==> config.mk <==
export PLATFORM = sky130hd
export DESIGN_NAME = fifo_stream_reader
export DESIGN_NICKNAME = d
export VERILOG_FILES = /design/src/rtl/fifo_stream_pkg.sv /design/src/rtl/fifo_stream_skid.sv /design/src/rtl/fifo_stream_reader.sv
export SDC_FILE = /design/constraint.sdc
export NUM_CORES = 1
export LEC_CHECK = 0
export ABC_AREA = 1
export BUFFER_PORTS_ARGS = -buffer_cell sky130_fd_sc_hd__buf_4
export CORE_ASPECT_RATIO = 0.9
export CORE_MARGIN = 10
export CORE_UTILIZATION = 41
export DETAILED_ROUTE_END_ITERATION = 10
export PLACE_DENSITY_LB_ADDON = 0.12
export SETUP_SLACK_MARGIN = 0.5
export SLEW_MARGIN = 20
export SYNTH_ARGS = -nofsm -noshare
export SYNTH_HDL_FRONTEND = slang
export SYNTH_SLANG_ARGS = --single-unit
==> constraint.sdc <==
create_clock -name clk -period 5.2 [get_ports clk]
set_clock_uncertainty 0.05 [all_clocks]
set_input_delay 0.26 -clock clk [delete_from_list [all_inputs] [get_ports clk]]
set_output_delay 0.26 -clock clk [all_outputs]
set_load 0.005 [all_outputs]
==> src/rtl/fifo_stream_pkg.sv <==
// Shared constants and helpers for the FIFO stream reader and its output buffer.
package fifo_stream_pkg;

    localparam int OCC_W     = 2;
    localparam int BUF_DEPTH = 2;

    function automatic int clog2(input int n);
        int w;
        w = 0;
        for (int v = n - 1; v > 0; v = v >> 1) begin
            w++;
        end
        return w;
    endfunction

endpackage

==> src/rtl/fifo_stream_skid.sv <==
// Two-entry registered output buffer, FIFO ordered, with push/pop/flush and
// an occupancy count; the head entry is always the oldest stored beat.
import fifo_stream_pkg::*;

module fifo_stream_skid #(
    parameter int WIDTH = 16
) (
    input  logic             clk,
    input  logic             rstn,
    input  logic             push_i,
    input  logic             pop_i,
    input  logic             flush_i,
    input  logic [WIDTH-1:0] wdata_i,
    output logic [OCC_W-1:0] occ_o,
    output logic [WIDTH-1:0] head_o
);

    logic [WIDTH-1:0] head_q, head_d;
    logic [WIDTH-1:0] tail_q, tail_d;
    logic [OCC_W-1:0] occ_q, occ_d;

    always_comb begin
        head_d = head_q;
        tail_d = tail_q;
        occ_d  = occ_q;
        if (flush_i) begin
            occ_d = '0;
        end else begin
            case ({push_i, pop_i})
                2'b10: begin
                    if (occ_q == OCC_W'(0)) head_d = wdata_i;
                    else                    tail_d = wdata_i;
                    occ_d = occ_q + OCC_W'(1);
                end
                2'b01: begin
                    head_d = tail_q;
                    occ_d  = occ_q - OCC_W'(1);
                end
                // Simultaneous push and pop keeps the count; the new beat lands behind the survivor.
                2'b11: begin
                    if (occ_q == OCC_W'(1)) begin
                        head_d = wdata_i;
                    end else begin
                        head_d = tail_q;
                        tail_d = wdata_i;
                    end
                end
                default: ;
            endcase
        end
    end

    always_ff @(posedge clk or negedge rstn) begin
        if (!rstn) begin
            head_q <= '0;
            tail_q <= '0;
            occ_q  <= '0;
        end else begin
            head_q <= head_d;
            tail_q <= tail_d;
            occ_q  <= occ_d;
        end
    end

    assign occ_o  = occ_q;
    assign head_o = head_q;

    overflow_a: assert property (@(posedge clk) disable iff (!rstn)
        !(push_i && !pop_i && !flush_i && occ_q == OCC_W'(BUF_DEPTH)));

endmodule

==> src/rtl/fifo_stream_reader.sv <==
// Read-side adapter turning a standard-mode FIFO read port into a valid/ready stream.
// Define FIFO_STREAM_READER_LAST_EN to generate m_last every BURST_LEN beats.
import fifo_stream_pkg::*;

module fifo_stream_reader #(
    parameter int DATA_WIDTH = 16,
    parameter int BURST_LEN  = 4
) (
    input  logic                  clk,
    input  logic                  rstn,
    input  logic                  fifo_empty,
    output logic                  fifo_ren,
    input  logic [DATA_WIDTH-1:0] fifo_rdata,
    input  logic                  flush,
    output logic                  m_valid,
    input  logic                  m_ready,
    output logic [DATA_WIDTH-1:0] m_data,
    output logic                  m_last
);

    if (DATA_WIDTH < 1 || BURST_LEN < 1) begin : g_param_check
        $error("fifo_stream_reader: DATA_WIDTH and BURST_LEN must be >= 1");
    end

    logic             inflight_q, inflight_d;
    logic             pop, push, rd;
    logic [OCC_W-1:0] occ;
    logic [OCC_W:0]   level;

    assign m_valid = (occ != '0);
    assign pop     = m_valid & m_ready;
    assign push    = inflight_q & ~flush;

    // Issue a read only if the beat it returns is guaranteed a buffer slot.
    always_comb begin
        level    = {1'b0, occ} + {{OCC_W{1'b0}}, inflight_q} - {{OCC_W{1'b0}}, pop};
        fifo_ren = rstn & ~fifo_empty & ~flush & (level < (OCC_W+1)'(BUF_DEPTH));
    end

    assign rd         = fifo_ren & ~fifo_empty;
    assign inflight_d = rd;

    always_ff @(posedge clk or negedge rstn) begin
        if (!rstn) inflight_q <= 1'b0;
        else       inflight_q <= inflight_d;
    end

`ifdef FIFO_STREAM_READER_LAST_EN
    localparam int ENTRY_W = DATA_WIDTH + 1;
    localparam int CNT_W   = (clog2(BURST_LEN) > 0) ? clog2(BURST_LEN) : 1;

    logic [CNT_W-1:0]   beat_q, beat_d;
    logic [ENTRY_W-1:0] wdata, head;

    // Beats leave in push order and flush clears both, so tagging at capture matches pop order.
    always_comb begin
        beat_d = beat_q;
        if (flush) begin
            beat_d = '0;
        end else if (push) begin
            beat_d = (beat_q == CNT_W'(BURST_LEN - 1)) ? '0 : beat_q + CNT_W'(1);
        end
    end

    always_ff @(posedge clk or negedge rstn) begin
        if (!rstn) beat_q <= '0;
        else       beat_q <= beat_d;
    end

    assign wdata  = {beat_q == CNT_W'(BURST_LEN - 1), fifo_rdata};
    assign m_data = head[DATA_WIDTH-1:0];
    assign m_last = head[DATA_WIDTH];
`else
    localparam int ENTRY_W = DATA_WIDTH;

    logic [ENTRY_W-1:0] wdata, head;

    assign wdata  = fifo_rdata;
    assign m_data = head;
    assign m_last = 1'b0;
`endif

    fifo_stream_skid #(
        .WIDTH(ENTRY_W)
    ) u_skid (
        .clk    (clk),
        .rstn   (rstn),
        .push_i (push),
        .pop_i  (pop),
        .flush_i(flush),
        .wdata_i(wdata),
        .occ_o  (occ),
        .head_o (head)
    );

endmodule
==> impl_metrics.json <==
{
  "outcome": "complete, no violations",
  "drt_iter0_markers": 110,
  "yosysUniqueCellTypes": 23,
  "dp_cells": 397,
  "path_clk_slew_ps": 70,
  "critPathRequiredTime_ps": 4890,
  "synthArstFlopShare_pct": 100,
  "viasPerCell": 4.62,
  "grt_pass1_wl_mm": 8.86,
  "ir_drop_uv": 282,
  "num_vias": 1877,
  "slew_headroom_pct": 44.6,
  "synth_warnings": 0,
  "htree_levels": 2,
  "yosys.area.top_type_share_pct": 40.6,
  "ys_seq_area_share_pct": 40.6,
  "startpoint_type": "flip-flop",
  "ys_ff_latch": 35,
  "ys.flop_type": "dfrtp_1",
  "clockBufferDepth": 2,
  "final_net_count": 365,
  "grt_pass1_vias": 1960,
  "fin_crit_ps": 3350,
  "grt_overflow_total": 0,
  "grt_start_max_net_pins": 37,
  "leakagePower_nw": 1.33,
  "drive_gt1_share_pct": 17.0,
  "firstDrtPassIters": 4,
  "crit_path_end_kind": "output port",
  "post_cts_buffers": 0,
  "powerDensity_nw_per_um2": 465,
  "drcViolationCount": 0,
  "synth_fp_nets": 334,
  "track_usage_pct": 12.8,
  "cts_resized": 0,
  "start_util_pct": 43.5,
  "dp_hpwl_mm": 3.33,
  "synth_edf_count": 0,
  "hold_class": "input pin to flip-flop",
  "syn_avg_cell_area_um2": 6.98,
  "setup_tns_ps": 0,
  "syn_area_um2": 2160,
  "die_width_um": 96.4,
  "antenna_cells": 0,
  "top_level_ports": 40,
  "final_hold_viol_count": 0,
  "power_w": 0.00116,
  "slowest_stage": "fa_1",
  "maxCapViolations": 0,
  "fin_cells": 406,
  "finalMaxSlewViolations": 0,
  "port_buffers": 38,
  "crit_path_frequent_cell": "ha_1",
  "place.gp.congestion": 0.710,
  "cpPeakStageDelay_ps": 490,
  "placementRows": 24,
  "totalWireLength_mm": 4.98,
  "path_class": "flip-flop to output port",
  "synth_area_leaders": "dfrtp_1 41%, nand2_1 23%, nor2_1 7.5%",
  "cp_cell_sequence": "inv_1 -> ha_1 -> nor2_4 -> ha_1 -> or2_2 -> fa_1 -> nand2_1 -> nor4_1 -> buf_4",
  "final_antenna_net_count": 0,
  "cts-buffers-inserted": 5,
  "worstPathArrival_ps": 3040,
  "setup_viol": 0,
  "die_h_um": 88.8,
  "synthCells": 309,
  "antenna_found_initial": 0,
  "rsz0062_at_grt": "false",
  "avgRoutedWirePerCell_um": 12.3,
  "root_buffer": "clkbuf_8",
  "worstMarginPinSlew_ps": 827,
  "syn2layout_area_growth_pct": 15.7,
  "clk_latency_ps": 280,
  "clock-sinks": 35,
  "cts_tree": "built",
  "dieArea_um2": 8560,
  "fp.coreArea_um2": 4950,
  "period_share_pct": 64.4,
  "cp_max_fo": 20,
  "timing.fmax_mhz": 299,
  "yosysTopAreaCell": "dfrtp_1"
}
[cell usage after synthesis, types with 2 or more instances]
master / n
inv_1: 20
buf_6: 9
buf_4: 3
nand2_1: 131
nor2_1: 43
ha_1: 3
o21ai_1: 19
inv_2: 5
a21oi_1: 7
nor4_1: 2
buf_2: 3
nor2_4: 2
nand2_4: 3
nand3_1: 15
o21ai_0: 2
dfrtp_1: 35
[timing repair]
action | in CTS | in global routing
hold endpoints to repair | 35 | 0
hold buffers | 1 | 0
setup endpoints to repair | 0 | 0
[metal layers]
layer,share of wire (%),GRT usage [%],vias to the layer above
li1,-,-,1010
met2,48,22.2,41
met4,0.82,3.56,0
met3,6.6,3.90,5
met5,0,0,-
met1,44,14.9,821
[metrics by stage]
stage	utilization (%)	hold WS (ps)	instance area [µm²]	worst slack (ps)
floorplan	-	-85.6	2160	2490
global placement	48.1	199	2380	2140
detailed placement	48.1	196	2380	2120
CTS	50.3	86.6	2490	1810
global route	50.3	90.2	2490	1590
finish	50.3	90.0	2490	1850
[critical path: cells and delay by family (launching register included)]
kind,cells,cell delay [ps]
flip-flops,1,430
adder cells (fa/ha/maj),3,1060
AND/OR/NAND/NOR,4,1030
buffers and inverters,2,240
[report_power, final]
group          switching [W]  total (W)  internal [W]  leakage (nW)
clock network      0.0000948   0.000216      0.000121        0.0515
registers          0.0000708   0.000458      0.000387         0.435
logic               0.000267   0.000486      0.000219         0.848
[cell type report]
class | instances | area (µm²)
fill | 535 | 2460
multi-input combinational | 234 | 1050
inverter | 25 | 93.8
clock buffer | 8 | 100
sequential | 35 | 876
tap | 65 | 81.3
timing repair buffer | 39 | 295
[layout by cell type, fill, tap and decap left out, types with 2 or more instances in the layout]
master | netlist | layout
nor2_4 | 2 | 2
dfrtp_1 | 35 | 35
o21ai_0 | 2 | 2
clkbuf_8 | 0 | 7
nand3_1 | 15 | 15
nand2_4 | 3 | 3
nor4_1 | 2 | 2
ha_1 | 3 | 3
inv_2 | 5 | 5
buf_4 | 3 | 38
a21oi_1 | 7 | 7
nor2_1 | 43 | 43
inv_1 | 20 | 20
nand2_1 | 131 | 131
o21ai_1 | 19 | 19
[kinds of logic (layout without fill, tap and decap cells)]
group	count (synthesis)	in the layout	share of synthesized area [%]
simple gates	199	199	37.8
buf+inv	40	72	10.8
flops	35	35	40.6
compound gates	29	29	7.49
fa+ha+maj	4	4	2.67
other cells	1	1	0.174
xor+xnor	1	1	0.406
[registers in the layout, indices dropped and copies added (netlist names)]
register / count
u_skid.head_o: 16
inflight_q: 1
u_skid.tail_q: 16
u_skid.occ_o: 2
[final timing paths]
check / start / end / slack (ps) / depth (start not counted)
setup / recovery: u_skid.occ_o[1]$_DFFE_PN0P_ / fifo_ren / 1850 / 9
hold / removal: fifo_empty / inflight_q$_DFF_PN0_ / 90 / 2
setup reg to reg: u_skid.occ_o[1]$_DFFE_PN0P_ / inflight_q$_DFF_PN0_ / 2450 / 8
hold reg to reg: u_skid.head_o[6]$_DFFE_PN0P_ / u_skid.head_o[6]$_DFFE_PN0P_ / 430 / 2
max in group asynchronous: rstn / u_skid.head_o[0]$_DFFE_PN0P_ / 4360 / 2
min in group asynchronous: rstn / u_skid.head_o[7]$_DFFE_PN0P_ / 420 / 2
Note: power is estimated with default switching activity, not from simulation.
